$ cat src/rtl/instruction_fetch_pkg.sv
// rtl/instruction_fetch_pkg.sv - InstructionSetPkg: opcodes, field positions and fetch FSM states
package InstructionSetPkg;

  localparam int AddressWidth = 16;
  localparam int InstrWidth   = 16;

  localparam int OpCodeStart = 12;
  localparam int OpCodeSize  = 4;
  localparam int RegAStart   = 6;
  localparam int RegASize    = 6;
  localparam int RegBStart   = 0;
  localparam int RegBSize    = 6;

  localparam logic [RegASize-1:0] SPECIAL_PC = 6'd63;

  typedef enum logic [OpCodeSize-1:0] {
    ADD   = 4'h0,
    SUB   = 4'h1,
    LOAD  = 4'h2,
    MOVE  = 4'h3,
    STORE = 4'h4,
    AND   = 4'h5,
    OR    = 4'h6,
    XOR   = 4'h7,
    SHL   = 4'h8,
    SHR   = 4'h9,
    ADC   = 4'hA,
    SBC   = 4'hB,
    CMP   = 4'hC,
    JR    = 4'hD,
    LDI   = 4'hE,
    NOP   = 4'hF
  } eOperation;

  typedef enum logic [1:0] {
    FETCH = 2'd0,
    HOLD  = 2'd1,
    DRAIN = 2'd2
  } eFetchState;

endpackage

$ cat src/rtl/instruction_fetch_field_decode.sv
// rtl/instruction_fetch_field_decode.sv - combinational split of an instruction word into fields
module instruction_field_decode
  import InstructionSetPkg::*;
(
  input  logic [InstrWidth-1:0] i_instr_word,
  output eOperation             o_op_code,
  output logic [RegASize-1:0]   o_reg_a,
  output logic [RegBSize-1:0]   o_reg_b,
  output logic                  o_pc_write
);

  assign o_op_code = eOperation'(i_instr_word[OpCodeStart +: OpCodeSize]);
  assign o_reg_a   = i_instr_word[RegAStart +: RegASize];
  assign o_reg_b   = i_instr_word[RegBStart +: RegBSize];

  // STORE reads the PC as a source and JR redirects through execute, so neither writes it here
  assign o_pc_write = (o_reg_a == SPECIAL_PC) && (o_op_code != STORE) && (o_op_code != JR);

endmodule

$ cat src/rtl/instruction_fetch.sv
// rtl/instruction_fetch.sv - single-outstanding-request instruction fetch with jump redirect
// Optional FETCH_TRACE_EN adds the FetchCount accepted-instruction counter.
module instruction_fetch
  import InstructionSetPkg::*;
#(
  parameter int               Width       = AddressWidth,
  parameter logic [Width-1:0] ResetVector = Width'(16'h0000)
) (
  input  logic                  Clock,
  input  logic                  nReset,
  output logic                  MemReq,
  output logic [Width-1:0]      MemAddr,
  input  logic                  MemAck,
  input  logic [InstrWidth-1:0] MemData,
  input  logic                  Jump,
  input  logic [Width-1:0]      JumpTarget,
  output logic                  InstrValid,
  input  logic                  InstrReady,
  output logic [InstrWidth-1:0] InstrWord,
  output logic [Width-1:0]      InstrPc,
  output eOperation             OpCode,
  output logic [RegASize-1:0]   RegA,
  output logic [RegBSize-1:0]   RegB,
`ifdef FETCH_TRACE_EN
  output logic [31:0]           FetchCount,
`endif
  output logic                  PcWrite
);

  eFetchState            r_state;
  eFetchState            w_state_next;
  logic                  r_mem_req;
  logic [Width-1:0]      r_pc;
  logic [Width-1:0]      r_req_addr;
  logic [Width-1:0]      r_instr_pc;
  logic [InstrWidth-1:0] r_instr_word;
  logic                  r_instr_valid;

  logic                  w_ack;
  logic [Width-1:0]      w_pc_next;
  logic                  w_capture;
  logic                  w_valid_next;
  logic                  w_req_next;

  // An ack only counts against a request that is actually visible on the bus
  assign w_ack = MemAck & r_mem_req;

  always_ff @(posedge Clock or negedge nReset) begin
    if (!nReset) begin
      r_state <= FETCH;
    end else begin
      r_state <= w_state_next;
    end
  end

  always_comb begin
    w_state_next = r_state;
    w_pc_next    = r_pc;
    w_capture    = 1'b0;
    w_valid_next = r_instr_valid;
    case (r_state)
      FETCH: begin
        if (Jump) begin
          w_pc_next    = JumpTarget;
          w_state_next = (r_mem_req && !w_ack) ? DRAIN : FETCH;
        end else if (w_ack) begin
          w_capture    = 1'b1;
          w_pc_next    = r_pc + 1'b1;
          w_valid_next = 1'b1;
          w_state_next = HOLD;
        end
      end
      HOLD: begin
        if (Jump) begin
          w_pc_next    = JumpTarget;
          w_valid_next = 1'b0;
          w_state_next = FETCH;
        end else if (InstrReady) begin
          w_valid_next = 1'b0;
          w_state_next = FETCH;
        end
      end
      DRAIN: begin
        if (Jump) begin
          w_pc_next = JumpTarget;
        end
        if (w_ack) begin
          w_state_next = FETCH;
        end
      end
      default: begin
        w_state_next = FETCH;
      end
    endcase
    w_req_next = (w_state_next != HOLD);
  end

  // The bus address only moves when a fresh FETCH begins, so DRAIN keeps the abandoned address
  always_ff @(posedge Clock or negedge nReset) begin
    if (!nReset) begin
      r_pc          <= ResetVector;
      r_req_addr    <= ResetVector;
      r_mem_req     <= 1'b0;
      r_instr_valid <= 1'b0;
      r_instr_word  <= '0;
      r_instr_pc    <= '0;
    end else begin
      r_pc          <= w_pc_next;
      r_mem_req     <= w_req_next;
      r_instr_valid <= w_valid_next;
      if (w_state_next == FETCH) begin
        r_req_addr <= w_pc_next;
      end
      if (w_capture) begin
        r_instr_word <= MemData;
        r_instr_pc   <= r_req_addr;
      end
    end
  end

  assign MemReq     = r_mem_req;
  assign MemAddr    = r_req_addr;
  assign InstrValid = r_instr_valid;
  assign InstrWord  = r_instr_word;
  assign InstrPc    = r_instr_pc;

`ifdef FETCH_TRACE_EN
  logic [31:0] r_fetch_count;

  always_ff @(posedge Clock or negedge nReset) begin
    if (!nReset) begin
      r_fetch_count <= '0;
    end else if (r_instr_valid && InstrReady && !Jump) begin
      r_fetch_count <= r_fetch_count + 32'd1;
    end
  end

  assign FetchCount = r_fetch_count;
`endif

  instruction_field_decode u_field_decode (
    .i_instr_word (r_instr_word),
    .o_op_code    (OpCode),
    .o_reg_a      (RegA),
    .o_reg_b      (RegB),
    .o_pc_write   (PcWrite)
  );

endmodule

$ cat config.mk
export PLATFORM = sky130hd
export DESIGN_NAME = instruction_fetch
export DESIGN_NICKNAME = d
export VERILOG_FILES = /design/src/rtl/instruction_fetch_pkg.sv /design/src/rtl/instruction_fetch_field_decode.sv /design/src/rtl/instruction_fetch.sv
export SDC_FILE = /design/constraint.sdc
export NUM_CORES = 1
export LEC_CHECK = 0
export CAP_MARGIN = 0
export CORE_UTILIZATION = 31
export DETAILED_ROUTE_END_ITERATION = 16
export PLACE_DENSITY_LB_ADDON = 0.2
export SYNTH_ARGS = -nofsm -noshare
export SYNTH_HDL_FRONTEND = slang
export SYNTH_SLANG_ARGS = --single-unit
$ cat constraint.sdc
create_clock -name Clock -period 1.8 [get_ports Clock]
set_input_delay 0.54 -clock Clock [delete_from_list [all_inputs] [get_ports Clock]]
set_output_delay 0.54 -clock Clock [all_outputs]
set_load 0.02 [all_outputs]
==> tab_implementation.tex <==
\begin{tabular}{lr}
\hline
Metric & Value \\
\hline
\multicolumn{2}{l}{\textbf{Run status}} \\
Outcome & finished with violations \\
Violations in the final reports & setup timing \\
\multicolumn{2}{l}{\textbf{Clock tree}} \\
Clock tree root driver cell & sky130\_fd\_sc\_hd\_\_clkbuf\_16 \\
Number of clock sinks & 68 \\
Clock slew at the register clock pins of the worst setup and hold paths & 0.06 ns \\
TritonCTS Buffers & 9 \\
Clock insertion delay at the later pin of the skew report & approximately 0.33 ns \\
Bufs on Longest Clock Path & 2 \\
TritonCTS clock tree & done \\
H-tree depth & 3 \\
\multicolumn{2}{l}{\textbf{Drt}} \\
Detailed-route via count & about 3100 \\
Average wire per standard cell & 16.2 um \\
Number of design rule violations left after detail routing & 0 \\
Via/cell ratio & between 4 and 5 \\
Final WL & between 10 and 15 mm \\
TritonRoute pass-1 iters & 4 \\
Number of antenna-violating nets in the routed design & 0 \\
Iteration-0 DRC Markers & 183 \\
\multicolumn{2}{l}{\textbf{Setup path}} \\
Maximum fanout along the worst path & 11 \\
Count of buffering cells on the critical path with inverters included & 3 \\
Delay of the slowest critical-path stage & 0.33 ns \\
Cells on worst reg2reg path & 7 \\
Kind of cell adding the most delay to the critical path & buffers and inverters \\
Series of cell instances along the critical path & clkdlybuf4s15\_2, bufbuf\_16, a211o\_1, a21oi\_4, buf\_6, mux2\_4 \\
Critical Path Start Type & input pin \\
Data arrival time of the worst path & 2.11 ns \\
Data required time of the worst path & 2.01 ns \\
Worst Path Class, Setup & in -> reg \\
Reg-to-reg critical path startpoint & r\_state[1] \\
Setup slack on the worst flop-to-flop path & -0.06 ns \\
Critical-path top delay cell & sky130\_fd\_sc\_hd\_\_a211o\_1 \\
Reg-to-reg critical path endpoint & MemAddr[3] \\
Capturing element type of the critical path & flip-flop \\
\multicolumn{2}{l}{\textbf{Logic synthesis}} \\
Number of storage elements in the synthesis netlist & 68 \\
Portion of synthesized cell area occupied by the leading cell type & 0.466 \\
Area of the mapped netlist & 3650 um2 \\
Number of distinct library cells after synthesis & 60 \\
Number of flops mapped to enable cells by yosys & 0 \\
Post-Syn Instances & 326 \\
Post-synthesis cell type with the largest combined area & sky130\_fd\_sc\_hd\_\_dfrtp\_1 \\
Most frequent cell after synthesis & sky130\_fd\_sc\_hd\_\_dfrtp\_1 \\
Most common library cells after synthesis & sky130\_fd\_sc\_hd\_\_dfrtp\_1, sky130\_fd\_sc\_hd\_\_mux2\_2, sky130\_fd\_sc\_hd\_\_buf\_4 \\
Avg Inst Size Synth & between 10 and 15 um2 \\
Synthesized net count & between 300 and 400 \\
Seq/Total Area, Yosys & 0.466 \\
Share of synthesized registers carrying an async set or reset & 1.00 \\
Yosys warns & 0 \\
Area contributors post-synth & sky130\_fd\_sc\_hd\_\_dfrtp\_1, sky130\_fd\_sc\_hd\_\_mux2\_2, sky130\_fd\_sc\_hd\_\_buf\_4, sky130\_fd\_sc\_hd\_\_a21oi\_1, sky130\_fd\_sc\_hd\_\_mux2\_1 \\
Primary FF master, synth & sky130\_fd\_sc\_hd\_\_dfrtp\_1 \\
\multicolumn{2}{l}{\textbf{Run}} \\
Max Cap Violations & 0 \\
\multicolumn{2}{l}{\textbf{Floorplan}} \\
Area inside the core boundary & 11500 um2 \\
Initial core utilization & 0.318 \\
Die Span Y & 111 um \\
Total number of placement rows & 39 \\
Total Die Area & roughly 12000 um2 \\
Overall die width & around 110 um \\
Top-level port count & 104 \\
\multicolumn{2}{l}{\textbf{GRT}} \\
Maximum number of pins on one net before global-route repair & 35 \\
Via count of the first global-routing pass & 3193 \\
Total overflow reported by the global router & 0 \\
Initial antenna violation count & 0 \\
Tot GR Track Use & 0.174 \\
Wire length of the first global-routing pass & 16.8 mm \\
\multicolumn{2}{l}{\textbf{STA}} \\
RSZ-0062 raised after global routing & yes \\
Maximum clock frequency & 0.527 GHz \\
Worst Max-Slew Pin Slew & 0.298 ns \\
Total count of max-transition violations in the final report & 0 \\
Tightest slew margin relative to the limit & 0.801 \\
Final period util & 1.05 \\
Setup tns final & -1.18 ns \\
Post-route minimum period & 1.90 ns \\
Final worst slack & -0.0989 ns \\
Hold violation count in the final report & 0 \\
Setup violators final & 16 \\
Setup clock skew after layout & around 0.0079 ns \\
\multicolumn{2}{l}{\textbf{Place}} \\
Dpl hpwl & 7.63 mm \\
Final RePlAce weighted congestion & 0.842 \\
Number of input and output port buffers inserted & 103 \\
\multicolumn{2}{l}{\textbf{Power and ir drop}} \\
Power per unit of standard cell area & 1790 nW/um2 \\
Leakage power & 2.61 nW \\
Worst-case vdd ir drop & 0.829 mV \\
Final Power & 10.1 mW \\
\multicolumn{2}{l}{\textbf{Cells and area}} \\
Share of post-route cells with drive strength above 1 & 0.364 \\
Number of nets in the finished design & 521 \\
Area added between synthesis and finish & 54.9\% \\
Number of fill cells in the layout & 1042 \\
FF/Latch Area & 1700 um2 \\
Count of antenna diodes in the layout & 0 \\
Combined area of the multi-input logic cells & 1870 um2 \\
\multicolumn{2}{l}{\textbf{Worst hold path}} \\
Path class of the lowest-slack min-delay path & in -> async \\
\hline
\end{tabular}
flip-flops by register name, summed over array words and instances, names as in the netlist:
| name | flops |
|---|---|
| r_state | 2 |
| MemReq | 1 |
| MemAddr | 16 |
| InstrValid | 1 |
| InstrPc | 16 |
| InstrWord | 16 |
| r_pc | 16 |
area by class of cell:
cell class                      instances  area share
Clock buffer                           10      0.0405
Multi-Input combinational cell        215       0.331
Tap cell                              143      0.0316
Clock inverter                          6      0.0113
Timing Repair Buffer                  176       0.279
Sequential cell                        68       0.301
Inverter                                9     0.00597
logic make-up (layout without fill, tap and decap cells):
group | after synthesis | in the layout | share of synthesized area
AND/OR/NAND/NOR | 74 | 74 | 0.124
flip-flops | 68 | 68 | 0.466
multiplexers | 55 | 55 | 0.170
buffers and inverters | 43 | 201 | 0.0716
XOR/XNOR | 1 | 1 | 0.00240
adder cells (fa/ha/maj) | 5 | 5 | 0.0171
AO/OA/AOI/OAI | 80 | 80 | 0.150
power by group:
| part | switching, mW | total [mW] | internal, mW |
|---|---|---|---|
| sequential | 0.537 | 2.80 | 2.26 |
| clock | 0.664 | 1.74 | 1.07 |
| combinational | 2.76 | 5.58 | 2.82 |
through the flow:
stage	instances	area (um2)	hold WS (ns)	utilization	setup WS, ns
final	627	5660	0.0718	0.493	-0.0989
after global routing	627	5660	0.0824	0.493	-0.155
after CTS	626	5640	0.0709	0.491	-0.0767
after detailed placement	607	5220	0.429	0.455	-0.686
after global placement	607	5220	0.428	0.455	-0.674
after floorplan	326	3700	0.244	-	-0.168
how the worst max path moves through the flow:
stage          slack (ns)        from     endpoint  cells past startpoint
2_1_floorplan       -0.17        Jump  MemAddr[10]                      6
3_3_place_gp        -0.67        Jump   MemAddr[5]                      7
3_5_place_dp        -0.69        Jump   MemAddr[6]                      7
4_1_cts             -0.08  r_state[1]   MemAddr[6]                      8
5_1_grt             -0.16  r_state[1]   MemAddr[6]                      8
6_report             -0.1        Jump   MemAddr[3]                      6
timing repair:
item	4_1_cts	5_1_grt
endpoints found under the setup margin	124	19
hold endpoints to repair	0	0
setup buffers	2	1
hold buffers	0	0
resized for setup	113	6
cloned	1	0
pin swaps	6	4
per-layer routing:
| layer | vias to the layer above | track usage | share of wire |
|---|---|---|---|
| met5 | - | 0 | 0 |
| met2 | 92 | 0.287 | 0.48 |
| met4 | 0 | 0.0498 | 0.011 |
| li1 | 1496 | - | - |
| met3 | 10 | 0.0428 | 0.052 |
| met1 | 1527 | 0.226 | 0.45 |
cell usage in the layout (no fill, tap or decap), drive strengths merged, types with 2 or more instances in the layout:
master          n
buf            74
dfrtp          68
dlygate4sd2    65
mux2           52
clkdlybuf4s50  33
a21oi          17
o21ai          17
nand2          16
nor2           13
clkbuf         10
inv            10
nand3           9
o22ai           6
nand4           6
nor2b           6
o21a            5
nand2b          5
ha              5
a2bb2oi         4
and3            4
a31oi           4
a211o           3
mux2i           3
and2            3
o221ai          3
a22o            3
clkdlybuf4s15   3
nor3            3
o211ai          2
or4             2
a22oi           2
a311oi          2
clkinv          2
clkinvlp        2
a21boi          2
(Power assumes the default switching activity.)
